### src/rtl/wb_self_write_loader.sv
// Wishbone slave that buffers eFPGA configuration words in a small FIFO and paces them
// onto the fabric self-write port, yielding the port whenever the UART loader is active.
module wb_self_write_loader #(
    parameter logic [31:0] BASE_ADR   = 32'h3000_0000,
    parameter int unsigned FIFO_DEPTH = 8
) (
    input  logic        CLK,
    input  logic        resetn,
    input  logic        wbs_stb_i,
    input  logic        wbs_cyc_i,
    input  logic        wbs_we_i,
    input  logic [3:0]  wbs_sel_i,
    input  logic [31:0] wbs_dat_i,
    input  logic [31:0] wbs_adr_i,
    output logic        wbs_ack_o,
    output logic [31:0] wbs_dat_o,
    input  logic        ComActive,
    output logic        SelfWriteStrobe,
    output logic [31:0] SelfWriteData,
    output logic        irq
);

    localparam int unsigned AW = $clog2(FIFO_DEPTH);
    localparam int unsigned LW = AW + 1;

    typedef enum logic [1:0] {
        ST_IDLE   = 2'd0,
        ST_STROBE = 2'd1,
        ST_GAP    = 2'd2
    } state_t;

    // Bus front end state
    logic        ack_r;
    logic [31:0] dat_r;
    logic        acc_we_r;
    logic [1:0]  acc_reg_r;
    logic [31:0] acc_dat_r;

    // Control / status registers
    logic        en_r;
    logic        ie_r;
    logic [7:0]  gap_r;
    logic        ovf_r;
    logic        done_r;
    logic        com_r;
    logic [31:0] wcount_r;
    logic        irq_r;

    // FIFO storage
    logic [31:0]   mem_r [FIFO_DEPTH];
    logic [AW-1:0] wr_ptr_r;
    logic [AW-1:0] rd_ptr_r;
    logic [LW-1:0] level_r;

    // Drain engine
    state_t      state_r;
    state_t      next_state_s;
    logic        start_s;
    logic [7:0]  gap_cnt_r;
    logic        strobe_r;
    logic [31:0] swdata_r;

    // Combinational decode
    logic        hit_s;
    logic        req_s;
    logic        wr_s;
    logic        ctrl_wr_s;
    logic        stat_wr_s;
    logic        push_req_s;
    logic        wc_wr_s;
    logic        flush_s;
    logic        push_s;
    logic        pop_s;
    logic        empty_s;
    logic        full_s;
    logic        busy_s;
    logic        blocked_s;
    logic        done_set_s;
    logic        ovf_set_s;
    logic [31:0] head_s;
    logic [31:0] rd_data_s;
    logic        unused_s;

    assign hit_s = (wbs_adr_i[31:4] == BASE_ADR[31:4]);
    // A held strobe is not re-accepted in the ack cycle, so every access costs two cycles.
    assign req_s = wbs_stb_i & wbs_cyc_i & hit_s & ~ack_r;

    assign wr_s       = ack_r & acc_we_r;
    assign ctrl_wr_s  = wr_s & (acc_reg_r == 2'd0);
    assign stat_wr_s  = wr_s & (acc_reg_r == 2'd1);
    assign push_req_s = wr_s & (acc_reg_r == 2'd2);
    assign wc_wr_s    = wr_s & (acc_reg_r == 2'd3);
    assign flush_s    = ctrl_wr_s & acc_dat_r[1];

    assign empty_s = (level_r == LW'(0));
    assign full_s  = (level_r == LW'(FIFO_DEPTH));
    assign busy_s  = (state_r != ST_IDLE);
    assign head_s  = mem_r[rd_ptr_r];

    // Fullness is judged before any same-cycle pop, so a push into a full FIFO is dropped.
    assign push_s    = push_req_s & ~full_s & ~flush_s;
    assign ovf_set_s = push_req_s & full_s;
    assign pop_s     = (state_r == ST_STROBE) & ~empty_s;
    assign done_set_s = pop_s & (level_r == LW'(1)) & ~push_s;

    // Using the registered copy too keeps a strobe out of the cycle after ComActive was high.
    assign blocked_s = ComActive | com_r;

    assign unused_s = ^{wbs_sel_i, wbs_adr_i[1:0]};

    assign wbs_ack_o       = ack_r;
    assign wbs_dat_o       = dat_r;
    assign SelfWriteStrobe = strobe_r;
    assign SelfWriteData   = swdata_r;
    assign irq             = irq_r;

    // Register read multiplexer
    always_comb begin
        rd_data_s = 32'h0000_0000;
        case (wbs_adr_i[3:2])
            2'd0:    rd_data_s = {16'h0000, gap_r, 5'b00000, ie_r, 1'b0, en_r};
            2'd1:    rd_data_s = {16'h0000, 8'(level_r), 2'b00, done_r, ovf_r,
                                  com_r, busy_s, full_s, empty_s};
            2'd2:    rd_data_s = 32'h0000_0000;
            2'd3:    rd_data_s = wcount_r;
            default: rd_data_s = 32'h0000_0000;
        endcase
    end

    // Bus front end: capture an access and acknowledge it one cycle later
    always_ff @(posedge CLK or negedge resetn) begin
        if (!resetn) begin
            ack_r     <= 1'b0;
            dat_r     <= 32'h0000_0000;
            acc_we_r  <= 1'b0;
            acc_reg_r <= 2'd0;
            acc_dat_r <= 32'h0000_0000;
        end else begin
            ack_r <= req_s;
            if (req_s) begin
                dat_r     <= wbs_we_i ? 32'h0000_0000 : rd_data_s;
                acc_we_r  <= wbs_we_i;
                acc_reg_r <= wbs_adr_i[3:2];
                acc_dat_r <= wbs_dat_i;
            end else begin
                dat_r <= 32'h0000_0000;
            end
        end
    end

    // Control, sticky status, word counter and interrupt registers
    always_ff @(posedge CLK or negedge resetn) begin
        if (!resetn) begin
            en_r     <= 1'b0;
            ie_r     <= 1'b0;
            gap_r    <= 8'h00;
            ovf_r    <= 1'b0;
            done_r   <= 1'b0;
            com_r    <= 1'b0;
            wcount_r <= 32'h0000_0000;
            irq_r    <= 1'b0;
        end else begin
            com_r <= ComActive;
            if (ctrl_wr_s) begin
                en_r  <= acc_dat_r[0];
                ie_r  <= acc_dat_r[2];
                gap_r <= acc_dat_r[15:8];
            end
            ovf_r  <= ovf_set_s  | (ovf_r  & ~(stat_wr_s & acc_dat_r[4]));
            done_r <= done_set_s | (done_r & ~(stat_wr_s & acc_dat_r[5]));
            if (wc_wr_s) begin
                wcount_r <= 32'h0000_0000;
            end else if (pop_s) begin
                wcount_r <= wcount_r + 32'd1;
            end
            irq_r <= done_r & ie_r;
        end
    end

    // Word FIFO; a flush empties it while any strobe already in flight still completes
    always_ff @(posedge CLK or negedge resetn) begin
        if (!resetn) begin
            for (int i = 0; i < FIFO_DEPTH; i++) begin
                mem_r[i] <= 32'h0000_0000;
            end
            wr_ptr_r <= '0;
            rd_ptr_r <= '0;
            level_r  <= '0;
        end else if (flush_s) begin
            wr_ptr_r <= '0;
            rd_ptr_r <= '0;
            level_r  <= '0;
        end else begin
            if (push_s) begin
                mem_r[wr_ptr_r] <= acc_dat_r;
                wr_ptr_r        <= wr_ptr_r + AW'(1);
            end
            if (pop_s) begin
                rd_ptr_r <= rd_ptr_r + AW'(1);
            end
            if (push_s && !pop_s) begin
                level_r <= level_r + LW'(1);
            end else if (!push_s && pop_s) begin
                level_r <= level_r - LW'(1);
            end
        end
    end

    // Drain FSM next-state logic
    always_comb begin
        next_state_s = state_r;
        start_s      = 1'b0;
        case (state_r)
            ST_IDLE: begin
                if (en_r && !empty_s && !blocked_s && !flush_s) begin
                    next_state_s = ST_STROBE;
                    start_s      = 1'b1;
                end else begin
                    next_state_s = ST_IDLE;
                end
            end
            ST_STROBE: begin
                if (flush_s) begin
                    next_state_s = ST_IDLE;
                end else if (gap_r != 8'h00) begin
                    next_state_s = ST_GAP;
                end else begin
                    next_state_s = ST_IDLE;
                end
            end
            ST_GAP: begin
                if (flush_s || (gap_cnt_r <= 8'd1)) begin
                    next_state_s = ST_IDLE;
                end else begin
                    next_state_s = ST_GAP;
                end
            end
            default: begin
                next_state_s = ST_IDLE;
            end
        endcase
    end

    // Drain FSM state register with gap counter
    always_ff @(posedge CLK or negedge resetn) begin
        if (!resetn) begin
            state_r   <= ST_IDLE;
            gap_cnt_r <= 8'h00;
        end else begin
            state_r <= next_state_s;
            if (state_r == ST_STROBE) begin
                gap_cnt_r <= gap_r;
            end else if (state_r == ST_GAP) begin
                gap_cnt_r <= gap_cnt_r - 8'd1;
            end
        end
    end

    // Self-write port outputs; data is held between strobes
    always_ff @(posedge CLK or negedge resetn) begin
        if (!resetn) begin
            strobe_r <= 1'b0;
            swdata_r <= 32'h0000_0000;
        end else begin
            strobe_r <= start_s;
            if (start_s) begin
                swdata_r <= head_s;
            end
        end
    end

endmodule

### config.mk
export PLATFORM = sky130hd
export DESIGN_NAME = wb_self_write_loader
export DESIGN_NICKNAME = d
export VERILOG_FILES = /design/src/rtl/wb_self_write_loader.sv
export SDC_FILE = /design/constraint.sdc
export NUM_CORES = 1
export LEC_CHECK = 0
export CORE_ASPECT_RATIO = 0.5
export CORE_UTILIZATION = 48
export CTS_CLUSTER_DIAMETER = 100
export CTS_CLUSTER_SIZE = 40
export DETAILED_ROUTE_END_ITERATION = 12
export PLACE_DENSITY = 0.7
export REMOVE_ABC_BUFFERS = 1
export SLEW_MARGIN = 0
export SYNTH_ARGS = -nofsm -noshare
export SYNTH_HDL_FRONTEND = slang
export SYNTH_SLANG_ARGS = --single-unit
export TNS_END_PERCENT = 30
### constraint.sdc
create_clock -name CLK -period 2.05 [get_ports CLK]
set_input_delay 0.41 -clock CLK [delete_from_list [all_inputs] [get_ports CLK]]
set_output_delay 0.41 -clock CLK [all_outputs]
set_load 0.05 [all_outputs]
=== Word level (Yosys, flattened, before mapping) ===
Index checks and enable logic that the tools add are counted.

* Register bits after elaboration: 423
* Output and inout port bits: 67
* Input bits: 74
* Logic and storage cells: 132

* $lt $le $gt $ge: 4
* Reductions and logical operators: 24
* Equality and inequality tests: 11
* Add/subtract/negate cells: 6
* Multiplexer cells: 27
* Bitwise logic cells: 32

{| class="wikitable"
|+ Operators with widths
! cell !! count
|-
| $bwmux W256 || 1
|-
| $mux W32 || 7
|-
| $pmux W32 S4 || 1
|-
| $bmux W32 S3 || 1
|-
| $demux W32 S3 || 1
|-
| $add A32 B1 Y32 const B || 1
|-
| $eq A28 B26 Y1 const B || 1
|-
| $and A1 B1 Y1 || 20
|-
| $mux W8 || 2
|-
| $mux W3 || 4
|-
| $mux W4 || 3
|-
| $eq A2 B2 Y1 const B || 5
|-
| $reduce_bool A2 Y1 || 5
|-
| $ge A4 B4 Y1 const B || 2
|-
| $le A8 B1 Y1 const B || 1
|-
| $not A3 Y4 || 2
|-
| $reduce_bool A8 Y1 || 1
|-
| $sub A8 B1 Y8 const B || 1
|-
| $not A1 Y1 || 7
|-
| $add A3 B1 Y3 const B || 2
|-
| $eq A2 B1 Y1 const B || 3
|-
| $logic_and A1 B1 Y1 || 6
|-
| $logic_not A2 Y1 || 3
|-
| $mux W2 || 3
|-
| 13 further kinds || 21
|}

=== Longest topological paths before layout ===
Gate-level depths: netlist of run 1.

* Word-level depth: 10
* Mapped depth: 8
* Depth with buffers taken out: 7

=== Worst setup path before layout of run 1 ===
No wires, ideal clock.

* Kind: flip-flop to flip-flop
* From: reg ack_r, in the netlist wbs_ack_o
* To: reg mem_r[192] (netlist name)
* Setup slack: -164 ps
* Path buffers: 1
* Arrival time: 2089 ps
* Period minus slack after synthesis: 2214 ps
* Required time: 1925 ps
* Stages on the path, launching flop included: 7
* Library setup time: 125 ps
* Cell sequence: dfrtp_1 -> nand2_1 -> nor2_2 -> nand3_2 -> nor4b_4 -> buf_4 -> mux2_2

* Longest elaborated chain between the ends: 6
* Elaborated cells on any way between the ends: 8
* Classes of those cells: bitwise: 7; reduce/logical: 1

{| class="wikitable"
|+ RTL lines
! item !! RTL line !! RTL
|-
| start, declared || 33 || <nowiki>logic ack_r;</nowiki>
|-
| start signal, assigned || 139 || <nowiki>ack_r <= req_s;</nowiki>
|-
| $and A1 B1 Y1 * || 88 || <nowiki>assign wr_s = ack_r & acc_we_r;</nowiki>
|-
| $and A1 B1 Y1 || 89 || <nowiki>assign ctrl_wr_s = wr_s & (acc_reg_r == 2'd0);</nowiki>
|-
| $and A1 B1 Y1 || 93 || <nowiki>assign flush_s = ctrl_wr_s & acc_dat_r[1];</nowiki>
|-
| $not A1 Y1 (no source line) || n/a ||
|-
| $and A1 B1 Y1 || 101 || <nowiki>assign push_s = push_req_s & ~full_s & ~flush_s;</nowiki>
|-
| $reduce_and A2 Y1 (no source line) * || n/a ||
|-
| end signal, assigned by index || 195 || <nowiki>mem_r[wr_ptr_r] <= acc_dat_r;</nowiki>
|-
| end, declared || 50 || <nowiki>logic [31:0] mem_r [FIFO_DEPTH];</nowiki>
|}

Mark *: on every way between the ends. The rest lies on a longest branch, timed or not.
A chain may end at the register's enable or synchronous reset.

=== Worst setup path in the final report of run 1 ===
* From: reg level_r[0]
* To: reg mem_r[75] (netlist name)

* Longest elaborated chain between the ends: 5

{| class="wikitable"
|+ RTL lines
! item !! RTL line !! RTL
|-
| start, declared || 53 || <nowiki>logic [LW-1:0] level_r;</nowiki>
|-
| start signal, assigned || 202 || <nowiki>level_r <= level_r + LW'(1);</nowiki>
|-
| start signal, assigned || 204 || <nowiki>level_r <= level_r - LW'(1);</nowiki>
|-
| $eq A4 B4 Y1 || 96 || <nowiki>assign full_s = (level_r == LW'(FIFO_DEPTH));</nowiki>
|-
| $not A1 Y1 || 101 ||
|-
| $and A1 B1 Y1 (2 in series) || 101 ||
|-
| $reduce_and A2 Y1 (no source line) || n/a ||
|}

No other way between the ends.

==> results of run 1 <==
-- worst paths after layout --
kind / startpoint / end / slack (ns) / cells after the start
setup / recovery: level_r[0] / mem_r[75] / -0.03 / 9
hold / removal: resetn / wbs_dat_o[7] / 0.30 / 2
setup reg to reg: level_r[0] / mem_r[75] / -0.03 / 9
hold reg to reg: mem_r[229] / mem_r[229] / 0.51 / 1
max in group asynchronous: resetn / SelfWriteData[26] / 0.95 / 3
min in group CLK: ComActive / com_r / 0.33 / 1
-- metal layers --
layer	up-vias	GRT usage, %
li1	5104	-
met1	6148	29.94
met2	254	37.74
met3	35	2.254
met4	0	3.883
met5	-	0
-- layout make-up --
| cell class | count | area share (%) |
|---|---|---|
| timing repair buffer | 244 | 11.79 |
| multi-input combinational | 799 | 35.48 |
| inverter | 13 | 0.2201 |
| sequential | 423 | 47.78 |
| clock buffer | 17 | 1.631 |
| clock inverter | 2 | 0.1637 |
| tap | 520 | 2.935 |
-- kinds of logic after synthesis --
family                   share of synthesized area [%]
AO/OA/AOI/OAI                                    2.730
XOR/XNOR                                         1.553
adder cells (fa/ha/maj)                         0.8068
buffers and inverters                            2.501
flip-flops                                       56.88
multiplexers                                     28.39
AND/OR/NAND/NOR                                  7.134
-- cell usage after synthesis, drive strengths merged (16+ instances only) --
cell,number,area (sq um)
dfrtp,423,10590
mux2,303,3412
nor2,105,399.1
mux4,64,1441
buf,61,300.3
a21oi,57,285.3
mux2i,43,430.4
clkbuf,31,116.4
nand2,29,111.4
and2,26,162.7
nor4,22,150.1
xnor2,21,183.9
nand4,16,100.1
-- where the power goes --
part	internal, W	leakage, nW	switching, W
combinational	0.000153	4.47	0.000206
sequential	0.00835	5.91	0.000000730
clock	0.00132	0.193	0.00254
-- per-stage QoR --
stage | std cells | setup TNS, ns
after global placement | 1976 | -30.74
after detailed placement | 1976 | -35.75
after global routing | 2018 | -4.583
final | 2018 | -0.5299
after CTS | 2004 | -0.5743
after floorplan | 1235 | -448.42
-- state kept, by name (all words and copies together), names as in the netlist, 2 cells and up --
register and cells:
mem_r 256, SelfWriteData 32, acc_dat_r 32, wbs_dat_o 32, wcount_r 32, gap_cnt_r 8, gap_r 8, level_r 4
rd_ptr_r 3, wr_ptr_r 3, acc_reg_r 2, state_r 2
-- what timing repair did --
item,in CTS,in global routing
hold buffers,1,0
gates resized for setup,87,66
hold endpoints to repair,23,0
pin swaps,5,5
gates cloned,3,7
setup buffers,5,7
endpoints found under the setup margin,236,254
==> flow_metrics.env, run 1 <==
export IMPL_die_y_microns=141.2
export IMPL_placement_io_buffers=134
export IMPL_rows=50
export IMPL_grt_pass1_wl_mm=67.12
export IMPL_power_density_nw_per_um2=567.0
export IMPL_cts_buffers_inserted=14
export IMPL_topRoutingLayerUsed="met4"
export IMPL_mostFrequentLayoutCell="sky130_fd_sc_hd__dfrtp_1"
export IMPL_post_place_ws_ns=-0.4346
export IMPL_floorplan_initialDensity_pct=49.25
export IMPL_crit_path_end_kind="register"
export IMPL_synth_sequential_area_ratio_pct=56.88
export IMPL_tritoncts="done"
export IMPL_fin_nets=1581
export IMPL_timing_hold_ws_ns=0.3030
export IMPL_layout_worst_path_cycle_share_pct=101.4
export IMPL_finalMaxSlewViolations=0
export IMPL_synth_area_per_cell_sq_um=14.02
export IMPL_clk_pin_slew_worst_paths_ns=0.15
export IMPL_place_hpwl_mm=27.20
export IMPL_cp_data_arrival_time_ns=2.54
export IMPL_timing_max_slew_rel_slack_pct=63.21
export IMPL_synth_edff_count=0
export IMPL_critPathMaxStageDelay_ns=0.40
export IMPL_cts_sink_count=423
export IMPL_critical_path_startpoint_type="register"
export IMPL_globalRouteOverflowTotal=0
export IMPL_insertedDiodeCount=0
export IMPL_totalWireLength_mm=43.44
export IMPL_max_freq_ghz=0.4813
export IMPL_syn_cell_area_sq_um=18610
export IMPL_routabilityCongestion=0.8687
export IMPL_detailed_place_area_sq_um=21210
export IMPL_path_cells="inv_2 -> ha_4 -> nand3b_1 -> nand3_4 -> buf_6 -> nor3_4 -> buf_4 -> clkbuf_16 -> mux2_2"
export IMPL_sequential_cell_area_sq_um=10590
export IMPL_drt_first_pass_iters=5
export IMPL_final_util_pct=58.66
export IMPL_final_antenna_net_count=0
export IMPL_worst_pin_slew_ns=0.5518
export IMPL_setup_violations=37
export IMPL_critical_path_slowest_cell="sky130_fd_sc_hd__dfrtp_1"
export IMPL_grt_use_total_pct=21.69
export IMPL_multi_input_comb_area_sq_um=7865
export IMPL_final_cell_mix="sky130_fd_sc_hd__dfrtp_1 (420), sky130_fd_sc_hd__mux2_2 (238), sky130_fd_sc_hd__nor2_1 (103)"
export IMPL_crit_type="register to register"
export IMPL_die_area_sq_um=39610
export IMPL_fin_skew_ns=0.03309
export IMPL_failed_checks="negative setup slack"
export IMPL_dr_vias=11540
export IMPL_largest_net_degree_at_the_start_of_global_routing=94
export IMPL_detail_route_vias_per_cell=5.719
export IMPL_post_synth_inst_count=1327
export IMPL_clock_latency_reported_for_the_late_side_of_the_worst_skew_pair_ns=0.57
export IMPL_wl_per_cell_microns=21.53
export IMPL_grt_antenna_before_repair=0
export IMPL_synthToLayoutAreaGrowth_pct=19.12
export IMPL_timing_critical_path_buf_inv=4
export IMPL_detailroute_wirelength_met3_mm=1.709
export IMPL_totalPowerFinal_w=0.01257
export IMPL_largest_vdd_supply_drop_mv=0.4827
export IMPL_max_cap_violations=0
export IMPL_timing_final_hold_violations=0
export IMPL_htreeDepth=1
export IMPL_wire_length_on_met2_mm=21.79
export IMPL_status="finished with violations"
export IMPL_ctsRootBufferMaster="sky130_fd_sc_hd__clkbuf_16"
export IMPL_synthArstFlopShare_pct=100.0
export IMPL_cp_required_ns=2.51
export IMPL_yosysWarningCount=0
export IMPL_core_area_sq_um=37790
export IMPL_ys_types=50
export IMPL_drt_iter0_markers=774
export IMPL_wl_met1_mm=19.39
export IMPL_path_delay_family="buffers and inverters"
export IMPL_path_max_fanout=10
export IMPL_final_standard_cell_area_without_fillers_sq_um=22170
export IMPL_grt_pass1_vias=11920
export IMPL_layout_min_cycle_time_ns=2.078
export IMPL_fillerInstances=2935
export IMPL_yosys_register_bits=423
export IMPL_i_o_pin_count=141
export IMPL_grt_setup_unrepaired="yes"
export IMPL_cts_root_to_sink_buffers=3
export IMPL_setup_ws_ns=-0.02780
export IMPL_synth_top_flop_cell="sky130_fd_sc_hd__dfrtp_1"
export IMPL_drt_drc_violations_left=0
export IMPL_post_route_cells_drive_above_1_share_pct=33.91
export IMPL_power_static_leakage_nw=10.57
export IMPL_die_w_microns=280.5
export IMPL_min_delay_path_class="input pin to async pin"
(Power assumes the default switching activity.)
==> run 2, diff against run 1 <==
- CAP_MARGIN: not set -> 20
==> results of run 2 <==
No change in the layout: final DEF, timing and power equal those of run 1.
